File: config.mk
export PLATFORM = sky130hd
export DESIGN_NAME = rmii_tx_flat
export DESIGN_NICKNAME = d
export VERILOG_FILES = /design/src/rtl/rmii_tx_if.sv /design/src/rtl/rmii_tx.sv /design/src/flat_wrapper.sv
export SDC_FILE = /design/constraint.sdc
export NUM_CORES = 1
export LEC_CHECK = 0
export CAP_MARGIN = 10
export CORE_MARGIN = 2
export CORE_UTILIZATION = 45
export DETAILED_ROUTE_END_ITERATION = 6
export PLACE_DENSITY = 0.71
export SLEW_MARGIN = 25
export SYNTH_ARGS = -nofsm -noshare
export SYNTH_HDL_FRONTEND = slang
export SYNTH_SLANG_ARGS = --single-unit
File: constraint.sdc
create_clock -name eth_clk -period 4.48 [get_ports eth_clk]
set_input_delay 1.344 -clock eth_clk [delete_from_list [all_inputs] [get_ports eth_clk]]
set_output_delay 1.344 -clock eth_clk [all_outputs]
set_load 0.01 [all_outputs]
File: src/rtl/rmii_tx_if.sv
// Byte stream feeding the RMII transmitter.
// Handshake: a byte moves on a rising edge where s_valid && s_ready; s_ready
// is offered only in the single accept slot per byte and is never held open.
interface rmii_tx_if;
  logic [7:0] s_data;
  logic       s_valid;
  logic       s_last;
  logic       s_ready;

  modport master (output s_data, output s_valid, output s_last, input s_ready);
  modport slave  (input s_data, input s_valid, input s_last, output s_ready);
endinterface

File: src/rtl/rmii_tx.sv
// RMII frame transmitter: preamble/SFD, payload with zero pad, CRC-32 FCS, IPG.
// The line outputs are registered from the next-state values, so they line up with the state register.
module rmii_tx #(
  parameter int MIN_FRAME = 60,
  parameter int IPG_BYTES = 12
) (
  input  logic       eth_clk,
  input  logic       rst,
  rmii_tx_if.slave   s,
  output logic [1:0] eth_txd,
  output logic       eth_txen,
  output logic       busy,
  output logic       frame_done,
  output logic       underrun,
  output logic [2:0] dbg_state
);

  typedef enum logic [2:0] {
    S_IDLE     = 3'd0,
    S_PREAMBLE = 3'd1,
    S_SFD      = 3'd2,
    S_DATA     = 3'd3,
    S_PAD      = 3'd4,
    S_FCS      = 3'd5,
    S_IPG      = 3'd6
  } state_t;

  localparam int          IPG_CYC  = IPG_BYTES * 4;
  localparam logic [31:0] CRC_POLY = 32'hEDB88320;
  localparam logic [31:0] CRC_INIT = 32'hFFFF_FFFF;

  state_t      r_state, w_state_nxt;
  logic [1:0]  r_dib, w_dib_nxt;
  logic [15:0] r_cyc, w_cyc_nxt;
  logic [10:0] r_cnt, w_cnt_nxt, w_cnt_inc;
  logic [7:0]  r_byte, w_byte_nxt;
  logic        r_last, w_last_nxt;
  logic [31:0] r_crc, w_crc_nxt, w_crc_upd;
  logic [1:0]  r_txd, w_txd_nxt;
  logic        r_txen, w_txen_nxt;
  logic        r_frame_done, w_frame_done_nxt;
  logic [1:0]  w_cur_dibit;
  logic        w_ready;
  logic        w_below_min;

  // Reflected CRC-32 advanced by one dibit, bit 0 of the dibit first.
  function automatic logic [31:0] crc_dibit(input logic [31:0] c, input logic [1:0] d);
    logic [31:0] x;
    x = c;
    for (int i = 0; i < 2; i++) begin
      if (x[0] ^ d[i]) x = (x >> 1) ^ CRC_POLY;
      else             x = x >> 1;
    end
    return x;
  endfunction

  assign w_cur_dibit = r_byte[{r_dib, 1'b0} +: 2];
  assign w_crc_upd   = crc_dibit(r_crc, w_cur_dibit);
  assign w_cnt_inc   = (r_cnt == 11'h7FF) ? r_cnt : r_cnt + 11'd1;
  assign w_below_min = ({21'd0, w_cnt_inc} < 32'(MIN_FRAME));

  // Accept slot: last dibit of SFD, or last dibit of a byte that was not the final one.
  assign w_ready = (r_dib == 2'd3) &&
                   ((r_state == S_SFD) || ((r_state == S_DATA) && !r_last));

  always_comb begin
    w_state_nxt      = r_state;
    w_dib_nxt        = r_dib;
    w_cyc_nxt        = r_cyc;
    w_cnt_nxt        = r_cnt;
    w_byte_nxt       = r_byte;
    w_last_nxt       = r_last;
    w_crc_nxt        = r_crc;
    w_frame_done_nxt = 1'b0;

    unique case (r_state)
      S_IDLE: begin
        w_crc_nxt = CRC_INIT;
        if (s.s_valid) begin
          w_state_nxt = S_PREAMBLE;
          w_cyc_nxt   = 16'd0;
          w_dib_nxt   = 2'd0;
          w_cnt_nxt   = 11'd0;
        end
      end

      S_PREAMBLE: begin
        w_crc_nxt = CRC_INIT;
        if (r_cyc == 16'd27) begin
          w_state_nxt = S_SFD;
          w_cyc_nxt   = 16'd0;
          w_dib_nxt   = 2'd0;
        end else begin
          w_cyc_nxt = r_cyc + 16'd1;
        end
      end

      S_SFD: begin
        w_crc_nxt = CRC_INIT;
        w_dib_nxt = r_dib + 2'd1;
        if (r_dib == 2'd3) begin
          if (s.s_valid) begin
            w_state_nxt = S_DATA;
            w_byte_nxt  = s.s_data;
            w_last_nxt  = s.s_last;
          end else begin
            w_state_nxt = S_IPG;
            w_cyc_nxt   = 16'd0;
          end
        end
      end

      S_DATA: begin
        w_crc_nxt = w_crc_upd;
        w_dib_nxt = r_dib + 2'd1;
        if (r_dib == 2'd3) begin
          w_cnt_nxt = w_cnt_inc;
          if (!r_last) begin
            if (s.s_valid) begin
              w_byte_nxt = s.s_data;
              w_last_nxt = s.s_last;
            end else begin
              w_state_nxt = S_IPG;
              w_cyc_nxt   = 16'd0;
            end
          end else if (w_below_min) begin
            w_state_nxt = S_PAD;
            w_byte_nxt  = 8'h00;
          end else begin
            w_state_nxt = S_FCS;
            w_cyc_nxt   = 16'd0;
          end
        end
      end

      S_PAD: begin
        w_crc_nxt = w_crc_upd;
        w_dib_nxt = r_dib + 2'd1;
        if (r_dib == 2'd3) begin
          w_cnt_nxt = w_cnt_inc;
          if (!w_below_min) begin
            w_state_nxt = S_FCS;
            w_cyc_nxt   = 16'd0;
          end
        end
      end

      S_FCS: begin
        w_dib_nxt = r_dib + 2'd1;
        if (r_cyc == 16'd15) begin
          w_state_nxt      = S_IPG;
          w_cyc_nxt        = 16'd0;
          w_frame_done_nxt = 1'b1;
        end else begin
          w_cyc_nxt = r_cyc + 16'd1;
        end
      end

      S_IPG: begin
        if (r_cyc == 16'(IPG_CYC - 1)) begin
          w_cyc_nxt = 16'd0;
          w_dib_nxt = 2'd0;
          w_cnt_nxt = 11'd0;
          // A waiting frame starts straight out of the gap so the gap stays exact.
          w_state_nxt = s.s_valid ? S_PREAMBLE : S_IDLE;
        end else begin
          w_cyc_nxt = r_cyc + 16'd1;
        end
      end

      default: begin
        w_state_nxt = S_IDLE;
      end
    endcase

    w_txd_nxt  = 2'b00;
    w_txen_nxt = 1'b0;
    unique case (w_state_nxt)
      S_PREAMBLE: begin
        w_txen_nxt = 1'b1;
        w_txd_nxt  = 2'b01;
      end
      S_SFD: begin
        w_txen_nxt = 1'b1;
        w_txd_nxt  = (w_dib_nxt == 2'd3) ? 2'b11 : 2'b01;
      end
      S_DATA, S_PAD: begin
        w_txen_nxt = 1'b1;
        w_txd_nxt  = w_byte_nxt[{w_dib_nxt, 1'b0} +: 2];
      end
      S_FCS: begin
        w_txen_nxt = 1'b1;
        w_txd_nxt  = ~w_crc_nxt[{w_cyc_nxt[3:0], 1'b0} +: 2];
      end
      default: begin
        w_txen_nxt = 1'b0;
        w_txd_nxt  = 2'b00;
      end
    endcase
  end

  always_ff @(posedge eth_clk) begin
    if (rst) begin
      r_state      <= S_IDLE;
      r_dib        <= 2'd0;
      r_cyc        <= 16'd0;
      r_cnt        <= 11'd0;
      r_byte       <= 8'h00;
      r_last       <= 1'b0;
      r_crc        <= CRC_INIT;
      r_txd        <= 2'b00;
      r_txen       <= 1'b0;
      r_frame_done <= 1'b0;
    end else begin
      r_state      <= w_state_nxt;
      r_dib        <= w_dib_nxt;
      r_cyc        <= w_cyc_nxt;
      r_cnt        <= w_cnt_nxt;
      r_byte       <= w_byte_nxt;
      r_last       <= w_last_nxt;
      r_crc        <= w_crc_nxt;
      r_txd        <= w_txd_nxt;
      r_txen       <= w_txen_nxt;
      r_frame_done <= w_frame_done_nxt;
    end
  end

  assign s.s_ready  = w_ready;
  assign eth_txd    = r_txd;
  assign eth_txen   = r_txen;
  assign busy       = (r_state != S_IDLE);
  assign frame_done = r_frame_done;
  assign underrun   = w_ready & ~s.s_valid;
  assign dbg_state  = r_state;

endmodule

File: src/flat_wrapper.sv
// flat-port wrapper written by rule: the top's interface ports become plain ports
module rmii_tx_flat 
#(
  parameter int MIN_FRAME = 60,
  parameter int IPG_BYTES = 12
)
  (eth_clk, rst, eth_txd, eth_txen, busy, frame_done, underrun, dbg_state, s_s_data, s_s_valid, s_s_last, s_s_ready);
  rmii_tx_if s_i ();
  input  logic eth_clk;
  input  logic rst;
  output logic [1:0] eth_txd;
  output logic eth_txen;
  output logic busy;
  output logic frame_done;
  output logic underrun;
  output logic [2:0] dbg_state;
  input wire logic [$bits(s_i.s_data)-1:0] s_s_data;
  input wire logic [$bits(s_i.s_valid)-1:0] s_s_valid;
  input wire logic [$bits(s_i.s_last)-1:0] s_s_last;
  output wire logic [$bits(s_i.s_ready)-1:0] s_s_ready;
  assign s_i.s_data = s_s_data;
  assign s_i.s_valid = s_s_valid;
  assign s_i.s_last = s_s_last;
  assign s_s_ready = s_i.s_ready;
  rmii_tx #(.MIN_FRAME(MIN_FRAME), .IPG_BYTES(IPG_BYTES)) u_core (.eth_clk(eth_clk), .rst(rst), .s(s_i), .eth_txd(eth_txd), .eth_txen(eth_txen), .busy(busy), .frame_done(frame_done), .underrun(underrun), .dbg_state(dbg_state));
endmodule
# Word-level counts from Yosys, hierarchy flattened
# Index checks and enable logic that the tools add are counted.
# word_totals
register_bits,77
latchBits,0
ramBits,0
mem_bits_ro,0
input_bits,12
out_inout_bits,10
word_cells,121
n_memories,0
# op_classes
add_sub_neg,3
multipliers,0
div_mod_pow,0
n_lt_le_gt_ge,1
eq_ne,24
shift,3
n_mux,53
bitwise,8
reduce_logical,18
# op_table
operator,count
16-bit two-way mux,10
16-bit one-hot mux with 7 select lines,1
32-bit two-way mux,2
32-bit one-hot mux with 2 select lines,1
11-bit two-way mux,4
8-bit two-way mux,5
3-bit two-way mux,11
11-bit one-hot mux with 3 select lines,1
32-bit by 6-bit variable part select with 2-bit output,1
13-bit inverter with 14-bit output,2
3-bit one-hot mux with 7 select lines,1
"16-bit by 1-bit adder with 16-bit output, second input constant",1
"16-bit by 4-bit equality test with 1-bit output, second input constant",1
"16-bit by 5-bit equality test with 1-bit output, second input constant",1
"16-bit by 6-bit equality test with 1-bit output, second input constant",1
2-bit one-hot mux with 4 select lines,2
8-bit one-hot mux with 2 select lines,1
8-bit by 4-bit variable part select with 2-bit output,2
"3-bit equality test, second input constant",5
"3-bit by 2-bit equality test with 1-bit output, second input constant",4
"11-bit by 1-bit adder with 11-bit output, second input constant",1
"11-bit equality test, second input constant",1
"11-bit by 6-bit < comparator with 1-bit output, second input constant",1
"2-bit by 1-bit inequality test with 1-bit output, second input constant",5
other kinds (24),45

# Logic depth before layout (Yosys ltp)
# logic_depth
depth_word,10
ltp_mapped,13

# Worst setup path before layout
# OpenSTA, ideal clock, no wires.
# synth_path
path_type,in2reg
start,input port s_s_valid
end,register u_core.r_txd[0] (netlist: u_core.eth_txd[0])
setup_time_ns,0.131
arrival_time_ns,3.282
required_time_ns,4.349
setup_slack_ns,1.067
stages,11
n_path_buf,1
path_cell_list,clkbuf_1 > mux2i_1 > nor2_1 > o31ai_1 > o21ai_1 > o211ai_4 > mux2i_1 > a221oi_1 > mux2i_1 > nor3b_1 > o311ai_1
# synth_via
elab_chain_cells,7
word_cells_on_any_way,32
cone_classes,eq/ne (5); shift (2); mux (23); bitwise (1); reduce/logical (1)
# synth_lines
item,line_no,source
start: declaration,flat_wrapper.sv:18,input wire logic [$bits(s_i.s_valid)-1:0] s_s_valid;
16-bit two-way mux or 3-bit two-way mux (tied branches),"rmii_tx.sv:102, rmii_tx.sv:119",
16-bit two-way mux or 3-bit two-way mux (tied branches),rmii_tx.sv:118,if (!r_last) begin
16-bit two-way mux or 3-bit two-way mux (tied branches),rmii_tx.sv:116,if (r_dib == 2'd3) begin
16-bit one-hot mux with 7 select lines or 3-bit one-hot mux with 7 select lines (tied branches),rmii_tx.sv:76,unique case (r_state)
"32-bit by 6-bit variable part select with 2-bit output, or another cell as far along",rmii_tx.sv:193,"w_txd_nxt = ~w_crc_nxt[{w_cyc_nxt[3:0], 1'b0} +: 2];"
2-bit inverter or 2-bit OR reduction (tied branches),n/a,
2-bit one-hot mux with 4 select lines (*),rmii_tx.sv:178,unique case (w_state_nxt)
end signal: assignment,rmii_tx.sv:222,r_txd <= w_txd_nxt;
end: declaration,rmii_tx.sv:39,"logic [1:0] r_txd, w_txd_nxt;"
# Mark *: on every way between the ends. The rest lies on a longest branch, timed or not. The select of a mux whose other input is x is not followed.
# A chain may end at the register's enable or synchronous reset.

# Final worst setup path
# layout_path
start,input port s_s_valid
end,output port underrun
# layout_via
elab_chain_cells,2
# layout_lines
item,line_no,source
1-bit inverter,rmii_tx.sv:233,assign underrun = w_ready & ~s.s_valid;
1-bit AND,rmii_tx.sv:233,
end: declaration,flat_wrapper.sv:15,output logic underrun;
# Every way passes these cells.

==> impl_results.md <==
- Status: completed
- WHS Endpoint: u_core.r_cyc[15]
- Share of cells above drive strength 1: 0.127
- Height of the chip: 107 um
- Worst Clk Skew: around 0.013 ns
- Clock sink count: 77
- Later-pin clock latency in the skew report: approximately 0.36 ns
- Adder-Cell Fraction of Synth Area: 0.0100
- Root buf cell: clkbuf_8
- Static leakage: 1.82 nW
- Area of the mapped netlist: 4750 um^2
- Placed Cells: 718
- Overall power: ~1.3 mW
- Avg Cell Area, Syn: 8.15 um^2
- Core ar.: 10300 um^2
- Antenna viol nets, final: 0
- WP data arrival: 2.59 ns
- GP Congestion: 0.855
- Minimum setup slack among reg-to-reg paths: 0.81 ns
- CP top delay family: buffers and inverters
- Setup WS pre-CTS: 0.337 ns
- Clock tree buffer depth: 2
- Synth Register Bits: 77
- IO Pins: 22
- Fin cells: 734
- Chip width: 107 um
- Worst R2R Start: u_core.dbg_state[2]
- Dpl hpwl: 7890 um
- Final period util: 0.879
- Hold Path Class: reg -> reg
- Drt via density: around 6
- TNS Setup: 0 ns
- Crit-path slowest cell: clkdlybuf4s50_1
- Port Buf Inserts: 21
- Post-Synth Simple-Gate Area: 0.262
- Drc violations: 0
- Compound-Gate Fraction of Synth Area: 0.254
- Max Cap Viol: 0
- Fmax: between 200 and 300 MHz
- Number of flops mapped to enable cells by yosys: 0
- Worst path most repeated cell: clkdlybuf4s50_1
- Slew headroom: 0.467
- Routed WL: 11200 um
- CP endpoint kind: output pin
- Final net count: approximately 610
- P&R area growth vs syn: 11.0%
- Ant. Diodes: 0
- CTS tree: done
- Ys async rst share: 0
- HP Start: u_core.r_cyc[15]
- Most area-consuming cells after synthesis: dfxtp_1 (32%), nor2_1 (5.5%), a21oi_1 (5.0%), xnor2_1 (3.1%), nand2_1 (3.1%)
- First-pass GRT wire length: 18700 um
- Number of global-route vias before repair: between 4000 and 5000
- Clock-pin slew on the worst setup and hold paths: 0.08 ns
- Hold Path Depth: 2
- Antenna violations before repair: 0
- Final WS setup: 0.541 ns
- Post-CTS Repair Setup Buffers: 0
- Critical path buffers and inverters: 2
- Critical setup path kind: in -> out
- Initial Util: 0.462
- Row count: 37
- Synth Area in XOR/XNOR: 0.0561
- Dominant synthesized flop cell: dfxtp_1
- Slew Limit Fails: 0
- Register area share after synthesis: 0.325
- Fin Hold WS: 0.504 ns
- Largest net degree at the start of global routing: 60
- Gr usage total: 0.201
- Number of DRC markers in iteration 0: 373
- Overflow after GRT: 0
- CP Cell Sequence: clkdlybuf4s50_1 > nor3_1 > clkdlybuf4s50_1
- DR WL/cell: 15.3 um
- Die area: 11400 um^2
- Syn nets: 598
- TritonRoute pass-1 iters: 5
- Ys Warns: 0
- Req. time, crit path: 3.14 ns
- Transition time of the tightest slew-check pin: 0.799 ns
- PostCTS Resize Cnt: 0
- Cells on worst reg2reg path: 10
- Yosys cell types: 74
- Largest area contributor in the netlist: dfxtp_1
- Mux share of post-synthesis cell area: 0.0543
- Top cell type's share of synthesized area: 0.325
- CP max stage delay: 0.56 ns
- FILL cells: 990
- CTS buffer count: 9
- H-tree level count: 3
- Crit Reg-Reg Endpoint: u_core.eth_txd[0]
- Largest family of logic cells by synthesized area: simple AND/OR/NAND/NOR gates
- Max Fanout on Critical Path: 5
- Final Hold Fails: 0
- VDD IR max: 0.000235 V
- Hold-fix buffers, CTS: 0
- Startpoint types: primary input
- Total vias in the final route: 4343
- Final setup vio count: 0
- Post-Syn Instances: 583
- Unrepaired setup endpoints after global routing: no
- Minimum clock period: between 3 and 4 ns
- Power per cell area: 251 nW/um^2
[synthesized netlist by cell type (6+ instances only)]
cell type,instances
dfxtp_1,77
nor2_1,70
a21oi_1,47
nand2_1,39
o21ai_0,26
clkbuf_1,25
and3_1,20
nand2b_1,18
o22ai_1,17
xnor2_1,17
a22oi_1,13
mux2i_1,13
nand3_1,13
or2_2,13
nor3_1,12
inv_1,9
o21bai_1,9
or3b_2,9
buf_2,7
and2_1,6
[per-layer routing]
metal	track usage	vias up	part of all wire
met1	0.262	2084	0.46
li1	-	2159	-
met3	0.0419	14	0.034
met4	0.0529	0	0.013
met5	0	-	0
met2	0.339	86	0.49
[flip-flops by register name, indices dropped and copies added, names as in the netlist]
register and cells:
u_core.r_cyc 16, u_core.r_last 1, u_core.r_crc 32, u_core.r_byte 8, u_core.eth_txd 2, u_core.r_cnt 11
u_core.frame_done 1, u_core.eth_txen 1, u_core.r_dib 2, u_core.dbg_state 3
[layout make-up]
type	instances	area [um^2]	area share
inverter	10	37.5	0.00712
tap	136	170	0.0323
sequential	77	1540	0.292
clock inverter	6	63.8	0.0121
multi-input combinational	461	3030	0.574
timing repair buffer	34	303	0.0575
clock buffer	10	128	0.0242
[worst reg2reg max path: stages (launching register included)]
cell and delay [ns]:
dfxtp_1 0.83, inv_1 0.36, mux2_2 0.34, a211oi_2 0.11, nor2_4 0.50, o21bai_1 0.21, a211oi_4 0.54, mux2i_1 0.17
mux2i_1 0.16, o21ai_0 0.10, o311ai_1 0.26
[worst max path at each step]
stage | start | to | slack, ns | cells after the start
2_1_floorplan | s_s_valid | u_core.eth_txd[0] | 1.07 | 11
3_3_place_gp | s_s_valid | u_core.eth_txd[0] | 0.41 | 12
3_5_place_dp | s_s_valid | u_core.eth_txd[1] | 0.34 | 11
4_1_cts | s_s_valid | underrun | 0.53 | 3
5_1_grt | s_s_valid | u_core.eth_txd[0] | 0.44 | 12
6_report | s_s_valid | underrun | 0.54 | 3
[cell usage in the layout, fill, tap and decap left out, types with 17 or more instances in the layout]
cell / instances
dfxtp_1: 77
nor2_1: 70
a21oi_1: 46
nand2_1: 39
o21ai_0: 26
and3_1: 20
clkdlybuf4s50_1: 20
nand2b_1: 18
xnor2_1: 17
o22ai_1: 17
[metrics by stage]
step | instance area [um^2] | utilization
floorplan | 4750 | -
global placement | 5080 | 0.494
detailed placement | 5080 | 0.494
CTS | 5270 | 0.513
global route | 5270 | 0.513
finish | 5270 | 0.513
[power by group]
part / leakage (nW) / switching [mW] / internal, mW
Sequential: 0.622 / 0.00633 / 0.687
Combinational: 1.11 / 0.0632 / 0.0445
Clock: 0.0923 / 0.266 / 0.257
[logic make-up (layout without fill, tap and decap cells)]
group | count (synthesis) | in the layout
multiplexers | 22 | 22
adder cells (fa/ha/maj) | 4 | 4
buffers and inverters | 45 | 60
AND/OR/NAND/NOR | 235 | 235
AO/OA/AOI/OAI | 176 | 176
flip-flops | 77 | 77
XOR/XNOR | 24 | 24
No activity file was read; power rests on OpenSTA's default activity.
